===== config.mk =====
export PLATFORM = sky130hd
export DESIGN_NAME = noc_pe_iface
export DESIGN_NICKNAME = d
export VERILOG_FILES = /design/src/rtl/noc_pe_iface.sv
export SDC_FILE = /design/constraint.sdc
export NUM_CORES = 1
export LEC_CHECK = 0
export CORE_MARGIN = 8
export CORE_UTILIZATION = 45
export DETAILED_ROUTE_END_ITERATION = 8
export PLACE_DENSITY = 0.68
export SYNTH_ARGS = -nofsm -noshare
export SYNTH_HDL_FRONTEND = slang
export SYNTH_SLANG_ARGS = --single-unit

===== constraint.sdc =====
create_clock -name clk -period 2.6 [get_ports clk]
set_input_delay 0.65 -clock clk [delete_from_list [all_inputs] [get_ports clk]]
set_output_delay 0.65 -clock clk [all_outputs]
set_load 0.01 [all_outputs]

===== src/rtl/noc_pe_iface.sv =====
// noc_pe_iface: processing-element network interface for a 2D mesh NoC.
// Injection side: one PE result fans out as num_dest flits, one per entry in
// dest_list, delivered to the switch local input under valid/ready.
// Ejection side: flits from the switch local output addressed to this node are
// queued in a small FIFO for the PE; flits addressed elsewhere are dropped.
// Optional feature macro: NOC_PE_IFACE_MISROUTE_CNT_EN enables a saturating
// counter of dropped misrouted flits (otherwise misroute_cnt reads 0).
module noc_pe_iface #(
   parameter int                  x_size      = 2,
   parameter int                  y_size      = 2,
   parameter logic [x_size-1:0]   x_coord     = 2'b01,
   parameter logic [y_size-1:0]   y_coord     = 2'b00,
   parameter int                  data_width  = 8,
   parameter int                  total_width = 2*x_size+2*y_size+data_width,
   parameter int                  num_dest    = 4,
   // Entry i holds {x,y} at bits [i*(x_size+y_size) +: x_size+y_size].
   // Default destinations in order: 4'h0, 4'h1, 4'h4, 4'h5.
   parameter logic [16*(x_size+y_size)-1:0] dest_list = 'h5410,
   parameter int                  fifo_depth  = 4
) (
   input  logic                        clk,
   input  logic                        rstn,
   output logic [total_width-1:0]      tx_data,
   output logic                        tx_valid,
   input  logic                        tx_ready,
   input  logic [total_width-1:0]      rx_data,
   input  logic                        rx_valid,
   output logic                        rx_ready,
   input  logic [data_width-1:0]       pe_res_data,
   input  logic                        pe_res_valid,
   output logic                        pe_res_ready,
   output logic [data_width-1:0]       ej_data,
   output logic [x_size+y_size-1:0]    ej_src,
   output logic                        ej_valid,
   input  logic                        ej_ready,
   output logic [7:0]                  misroute_cnt
);

   localparam int XY_W  = x_size + y_size;
   localparam int IDX_W = (num_dest > 1) ? $clog2(num_dest) : 1;
   localparam int PTR_W = $clog2(fifo_depth);
   localparam int CNT_W = PTR_W + 1;
   localparam int ENT_W = XY_W + data_width;

   localparam logic [XY_W-1:0]  OWN_ADDR = {x_coord, y_coord};
   localparam logic [IDX_W-1:0] LAST_IDX = IDX_W'(num_dest - 1);
   localparam logic [CNT_W-1:0] FULL_CNT = CNT_W'(fifo_depth);

   localparam logic [0:0] S_IDLE = 1'b0;
   localparam logic [0:0] S_SEND = 1'b1;

   function automatic logic [XY_W-1:0] dest_of(input logic [IDX_W-1:0] idx);
      return dest_list[int'(idx)*XY_W +: XY_W];
   endfunction

   // ---------------- injection ----------------
   logic [0:0]             state_q, state_d;
   logic [IDX_W-1:0]       idx_q, idx_d;
   logic [data_width-1:0]  payload_q, payload_d;
   logic                   tx_valid_q, tx_valid_d;
   logic [total_width-1:0] tx_data_q, tx_data_d;

   // Next-state for the IDLE/SEND fan-out FSM; tx_data is prepared one cycle
   // ahead so the flit leaves straight from a register.
   always_comb begin
      state_d    = state_q;
      idx_d      = idx_q;
      payload_d  = payload_q;
      tx_valid_d = tx_valid_q;
      tx_data_d  = tx_data_q;
      case (state_q)
         S_IDLE: begin
            if (pe_res_valid) begin
               payload_d  = pe_res_data;
               idx_d      = '0;
               state_d    = S_SEND;
               tx_valid_d = 1'b1;
               tx_data_d  = {pe_res_data, OWN_ADDR, dest_of('0)};
            end
         end
         S_SEND: begin
            if (tx_ready) begin
               if (idx_q == LAST_IDX) begin
                  state_d    = S_IDLE;
                  idx_d      = '0;
                  tx_valid_d = 1'b0;
               end else begin
                  idx_d     = idx_q + 1'b1;
                  tx_data_d = {payload_q, OWN_ADDR, dest_of(idx_q + 1'b1)};
               end
            end
         end
         default: begin
            state_d    = S_IDLE;
            idx_d      = '0;
            tx_valid_d = 1'b0;
         end
      endcase
   end

   // Injection control and outgoing flit register.
   always_ff @(posedge clk or negedge rstn) begin
      if (!rstn) begin
         state_q    <= S_IDLE;
         idx_q      <= '0;
         tx_valid_q <= 1'b0;
         tx_data_q  <= '0;
      end else begin
         state_q    <= state_d;
         idx_q      <= idx_d;
         tx_valid_q <= tx_valid_d;
         tx_data_q  <= tx_data_d;
      end
   end

   // Latched PE result payload reused for every destination.
   always_ff @(posedge clk) begin
      payload_q <= payload_d;
   end

   assign pe_res_ready = (state_q == S_IDLE);
   assign tx_valid     = tx_valid_q;
   assign tx_data      = tx_data_q;

   // ---------------- ejection ----------------
   logic [ENT_W-1:0]      mem_q [fifo_depth];
   logic [ENT_W-1:0]      mem_d [fifo_depth];
   logic [PTR_W-1:0]      wr_ptr_q, wr_ptr_d;
   logic [PTR_W-1:0]      rd_ptr_q, rd_ptr_d;
   logic [CNT_W-1:0]      cnt_q, cnt_d;
   logic                  fifo_full, fifo_empty;
   logic                  rx_acc, rx_match, push, pop;
   logic [XY_W-1:0]       rx_dest, rx_src;
   logic [data_width-1:0] rx_pay;

   assign rx_dest    = rx_data[XY_W-1:0];
   assign rx_src     = rx_data[2*XY_W-1:XY_W];
   assign rx_pay     = rx_data[2*XY_W +: data_width];
   assign fifo_full  = (cnt_q == FULL_CNT);
   assign fifo_empty = (cnt_q == '0);
   assign rx_ready   = !fifo_full;
   assign rx_acc     = rx_valid && rx_ready;
   assign rx_match   = (rx_dest == OWN_ADDR);
   assign push       = rx_acc && rx_match;
   assign pop        = !fifo_empty && ej_ready;

   // FIFO next-state; pointers wrap naturally because depth is a power of 2.
   always_comb begin
      mem_d    = mem_q;
      wr_ptr_d = wr_ptr_q;
      rd_ptr_d = rd_ptr_q;
      cnt_d    = cnt_q;
      if (push) begin
         mem_d[wr_ptr_q] = {rx_src, rx_pay};
         wr_ptr_d        = wr_ptr_q + 1'b1;
      end
      if (pop) begin
         rd_ptr_d = rd_ptr_q + 1'b1;
      end
      case ({push, pop})
         2'b10:   cnt_d = cnt_q + 1'b1;
         2'b01:   cnt_d = cnt_q - 1'b1;
         default: cnt_d = cnt_q;
      endcase
   end

   // FIFO pointers and occupancy.
   always_ff @(posedge clk or negedge rstn) begin
      if (!rstn) begin
         wr_ptr_q <= '0;
         rd_ptr_q <= '0;
         cnt_q    <= '0;
      end else begin
         wr_ptr_q <= wr_ptr_d;
         rd_ptr_q <= rd_ptr_d;
         cnt_q    <= cnt_d;
      end
   end

   // FIFO storage; contents are only visible while occupancy is non-zero.
   always_ff @(posedge clk) begin
      mem_q <= mem_d;
   end

   assign ej_valid          = !fifo_empty;
   assign {ej_src, ej_data} = fifo_empty ? '0 : mem_q[rd_ptr_q];

`ifdef NOC_PE_IFACE_MISROUTE_CNT_EN
   logic [7:0] mis_q, mis_d;
   logic       drop;

   assign drop = rx_acc && !rx_match;

   // Saturating count of flits that arrived here but were addressed elsewhere.
   always_comb begin
      mis_d = mis_q;
      if (drop && (mis_q != 8'hFF)) begin
         mis_d = mis_q + 8'd1;
      end
   end

   // Misroute counter register.
   always_ff @(posedge clk or negedge rstn) begin
      if (!rstn) begin
         mis_q <= 8'h00;
      end else begin
         mis_q <= mis_d;
      end
   end

   assign misroute_cnt = mis_q;
`else
   assign misroute_cnt = 8'h00;
`endif

endmodule


Word-level counts from Yosys, hierarchy flattened
Index checks and enable logic that the tools add are counted.
{ "word_totals": {"inputBits": 30, "word_cells": 69, "regBits": 83, "out_inout_bits": 40} }
{ "classes": {"add_sub_neg": 5, "n_bitwise": 3, "n_reduce_logical": 12, "n_lt_le_gt_ge": 3, "n_shift": 1, "n_mux": 24, "n_eq_ne": 9} }
{ "op_table": {"columns": ["cell", "n"], "rows": [
  ["$shiftx 64x5->4 const A", 1],
  ["$bwmux 48", 1],
  ["$mux 12", 4],
  ["$mux 16", 3],
  ["$pmux 16 s2", 1],
  ["$bmux 12 s2", 1],
  ["$demux 12 s2", 1],
  ["$add 2x1->2 const B", 3],
  ["$ge 3x3->1 const B", 2],
  ["$mux 1", 6],
  ["$mux 2", 3],
  ["$ne 2x2->1 const B", 3],
  ["$not 2->3", 2],
  ["$pmux 3 s2", 1],
  ["$reduce_and 3->1", 2],
  ["$eq 2x2->1 const B", 2],
  ["$eq 4x3->1 const B", 1],
  ["$logic_and 1x1->1", 4],
  ["$pmux 1 s2", 2],
  ["$pmux 2 s2", 1],
  ["$reduce_and 2->1", 2],
  ["$add 3x1->3 const B", 1],
  ["$eq 3x3->1 const B", 1],
  ["$logic_not 3->1", 1],
  ["7 further kinds", 8]
]} }

Depth between registers and ports, before layout
{ "logic_depth": {"depth_word": 6, "mapped_depth": 10, "mapped_depth_nobuf": 9} }

Worst setup path before layout
Ideal clock, no wire load.
{ "synth_timing": {"path_type": "register to register", "start": "reg cnt_q[0]", "end": "reg cnt_q[2]", "setup_ns": 0.079, "t_arrival_ns": 2.116, "required_ns": 2.521, "synth_period_minus_slack_ns": 2.195, "setup_slack_ns": 0.405, "path_buffers": 1, "stages_incl_launch_ff": 11, "cell_sequence": "dfrtp_1 -> or3b_1 -> and3_1 -> buf_6 -> inv_1 -> ha_1 -> inv_1 -> fa_1 -> xor2_1 -> nor2_1 -> xor2_1"} }
{ "synth_via": {"elab_chain_cells": 6, "word_cells_on_any_way": 13, "classes_between": "2 x add/sub; 3 x eq/ne; 1 x mux; 7 x reduce/logical"} }
{ "synth_rtl": {"columns": ["item", "line", "source"], "rows": [
  ["from (decl)", "130", "logic [CNT_W-1:0] cnt_q, cnt_d;"],
  ["from (signal assigned)", "176", "cnt_q <= cnt_d;"],
  ["$eq 3x3->1 *", "139", "assign fifo_full = (cnt_q == FULL_CNT);"],
  ["$logic_not 1->1 *", "141", "assign rx_ready = !fifo_full;"],
  ["via rx_ready", "28", "output logic rx_ready,"],
  ["$logic_and 1x1->1 *", "142", "assign rx_acc = rx_valid && rx_ready;"],
  ["$logic_and 1x1->1 *", "144", "assign push = rx_acc && rx_match;"],
  ["$eq 2x1->1 or $eq 2x2->1 (tied branches)", "160", "case ({push, pop})"],
  ["$pmux 3 s2 or $reduce_bool 2->1 (tied branches)", null, null]
]} }
Mark *: on every way through the listed nets, which the timed path passes. The rest lies on a longest branch.
A chain may end at the register's enable or synchronous reset.

Worst setup path after layout
{ "layout_timing": {"start": "reg rd_ptr_q[0]", "end": "out ej_src[0]"} }
{ "layout_via": {"elab_chain_cells": 5} }
{ "layout_rtl": {"columns": ["item", "line", "source"], "rows": [
  ["from (decl)", "129", "logic [PTR_W-1:0] rd_ptr_q, rd_ptr_d;"],
  ["from (signal assigned)", "175", "rd_ptr_q <= rd_ptr_d;"],
  ["$not 2->3 (not written as such)", "186", "assign {ej_src, ej_data} = fifo_empty ? '0 : mem_q[rd_ptr_q];"],
  ["$bmux 12 s2", "186", null],
  ["$mux 12 (not written as such) (2 in series)", "186", null],
  ["$mux 12", "186", null],
  ["to (decl)", "33", "output logic [x_size+y_size-1:0] ej_src,"]
]} }
No other way between the ends. The select of a mux whose other input is x is not followed.

==> results.md <==
- Routed wire length: 6050 um
- Finished layout cell area: 0.00417 mm^2
- DRT iter0 DRCs: 67
- Worst r2r path cells: 9
- Worst reg2reg path endpoint: cnt_q[2]$_DFFE_PN0P_
- Crit share post-route: 0.960
- First-pass DRT Iterations: 4
- Synthesized instance count: 194
- Worst Skew: 0.00936 ns
- Power Density: 1010 mW/mm^2
- Post-Synthesis Cell Area: 0.00331 mm^2
- Port bufs: 56
- Top cell type's share of synthesized area: 0.508
- CTS Sinks: 78
- Initial antenna violation count: 0
- TritonCTS Buffers: 9
- Share of cells above drive strength 1: 0.243
- Crit path to: ej_src[0]
- Top-count cell post-synth: edfxtp_1
- Global-route wire length before repair: 9580 um
- Maximum clock rate: 401 MHz
- DRC Markers: 0
- VDD IR max: 0.000475 V
- Endpoints failing hold: 0
- Post-synthesis cell type count: 33
- MaxCap Viol Count: 0
- Yosys warns: 0
- Setup tns final: 0 ns
- Setup crit end kind: primary output
- FP Rows: 31
- Post-synth top area cell: edfxtp_1
- Die Ht: 102 um
- Routed Antenna Nets: 0
- Fin nets: 299
- Prevailing post-synth register cell: edfxtp_1
- Syn-to-layout area delta: 26.0%
- GR Overflow Total: 0
- Core area: 0.00718 mm^2
- CTS tree: yes
- Die width: 102 um
- Kind of critical path: reg -> out
- Syn_area_per_cell: 17.1 um^2
- Initial core utilization: 0.461
- Max Fanout on Critical Path: 6
- Vias: 1,738
- Reg2Reg Setup Slack: 0.46 ns
- Vias per cell: 4.75
- CP arrival: 1.85 ns
- GP Congestion: 0.667
- Average wire per standard cell: 16.5 um
- Setup crit start kind: flop
- RSZ-0062 raised after global routing: no
- Pin count of the biggest net entering global routing: 23
- Flops & latches, synth: 78
- Post-Route Utilization: 0.581
- Pre-CTS WS: 0.0961 ns
- Post-DP Area: 0.00395 mm^2
- Dpl hpwl: 4170 um
- Clk root buf: clkbuf_8
- Final WS setup: 0.103 ns
- Number of global-route vias before repair: 1,891
- Antenna Cells: 0
- Final setup vio count: 0
- Worst hold path class: reg -> reg
- I/O Pins: 70
- Reg clk slew, reported paths: 0.08 ns
- Worst endpoint required time: 1.95 ns
- CP startpoint: rd_ptr_q[0]$_DFFE_PN0P_
- Clk_lat worst skew: 0.34 ns
- Die area: 0.0104 mm^2
- Tmin final: 2.50 ns
- Post-synth top cells: edfxtp_1 (56), dfrtp_1 (22), mux2_2 (16), buf_4 (14), and2_1 (13)
- EDFF count, synth: 56
- Post-synth ARST share: 0.282
- Status: completed
- GR Util All Layers: 0.126
- Slew Limit Fails: 0
- Htree depth: 3
- Clock Tree Buf Depth: 2
- RR Startpoint: cnt_q[0]$_DFFE_PN0P_
- Hold buffer count at cts: 0
- Register area share after synthesis: 0.674
- Largest cells by area after synthesis: edfxtp_1 (51%), dfrtp_1 (17%), mux4_2 (8.2%), mux2_2 (5.4%), buf_4 (3.2%)
- Lkg Pwr: 1.57 nW
sequential cells by signal, indices dropped and copies added, names as in the netlist:
| signal | cells |
|---|---|
| wr_ptr_q | 2 |
| idx_q | 2 |
| mem_q | 48 |
| cnt_q | 3 |
| payload_q | 8 |
| tx_valid | 1 |
| state_q | 1 |
| tx_data | 11 |
| rd_ptr_q | 2 |
cells by family after synthesis:
group	Yosys count	share of synthesized area
compound gates	7	0.0140
xor+xnor	7	0.0185
fa+ha+maj	7	0.0287
buf+inv	28	0.0510
flops	78	0.674
mux	33	0.153
other cells	1	0.00113
simple gates	33	0.0594
how the worst min path moves through the flow:
stage                     cells past startpoint                     end  slack (ns)                   start
after floorplan                               0    cnt_q[0]$_DFFE_PN0P_        0.35                    rstn
final                                         1  tx_data[6]$_DFFE_PN0P_        0.47  tx_data[6]$_DFFE_PN0P_
after detailed placement                      1  tx_data[6]$_DFFE_PN0P_        0.45  tx_data[6]$_DFFE_PN0P_
after global placement                        1  tx_data[6]$_DFFE_PN0P_        0.46  tx_data[6]$_DFFE_PN0P_
after CTS                                     1  tx_data[6]$_DFFE_PN0P_        0.47  tx_data[6]$_DFFE_PN0P_
after global routing                          1  tx_data[6]$_DFFE_PN0P_        0.51  tx_data[6]$_DFFE_PN0P_
critical path, cell delays in order (launching register included):
cell,delay [ns]
dfrtp_1,0.40
buf_6,0.16
mux4_2,0.48
and2_1,0.18
dlygate4sd2_1,0.29
cell type report:
type | instances | area, um^2
Tap cell | 99 | 124
Sequential cell | 78 | 2230
Fill cell | 566 | 3010
Clock buffer | 10 | 128
Multi-Input combinational cell | 100 | 960
Clock inverter | 6 | 86.3
Inverter | 8 | 30.0
Timing Repair Buffer | 65 | 609
placed cells by master, fill, tap and decap left out, types with 4 or more instances in the layout:
| master | count |
|---|---|
| edfxtp_1 | 56 |
| clkdlybuf4s50_1 | 44 |
| dfrtp_1 | 21 |
| mux2_2 | 16 |
| conb_1 | 13 |
| and2_1 | 12 |
| mux4_2 | 12 |
| clkbuf_8 | 9 |
| inv_1 | 8 |
| dlygate4sd2_1 | 8 |
| ha_1 | 6 |
| buf_4 | 6 |
| nand2_1 | 5 |
| and2_2 | 4 |
| mux2i_1 | 4 |
| xnor2_1 | 4 |
power by group:
| part | total (mW) | internal (mW) | switching (mW) | leakage [nW] |
|---|---|---|---|---|
| sequential | 1.70 | 1.54 | 0.165 | 0.759 |
| clock | 0.973 | 0.541 | 0.432 | 0.107 |
| combinational | 1.52 | 0.895 | 0.627 | 0.705 |
| total | 4.20 | 2.97 | 1.22 | 1.57 |
timing repair:
action / CTS / global route
resized for setup: 23 / 5
setup buffers: 3 / 0
setup endpoints to repair: 13 / 4
metal layers:
metal  vias to the layer above  part of all wire  GRT usage
met2                        46              0.50      0.208
met4                         0             0.018     0.0619
li1                        820                 -          -
met3                        10             0.061     0.0330
met1                       862              0.42      0.147
met5                         -                 0          0
metrics by stage:
step / hold WS (ns) / cells / power [mW]
finish: 0.470 / 366 / 4.20
global route: 0.506 / 366 / 4.45
CTS: 0.472 / 366 / 4.28
detailed placement: 0.453 / 347 / 3.31
global placement: 0.456 / 347 / 3.29
floorplan: 0.354 / 206 / 2.62
Power figures use the tool's default switching activity.
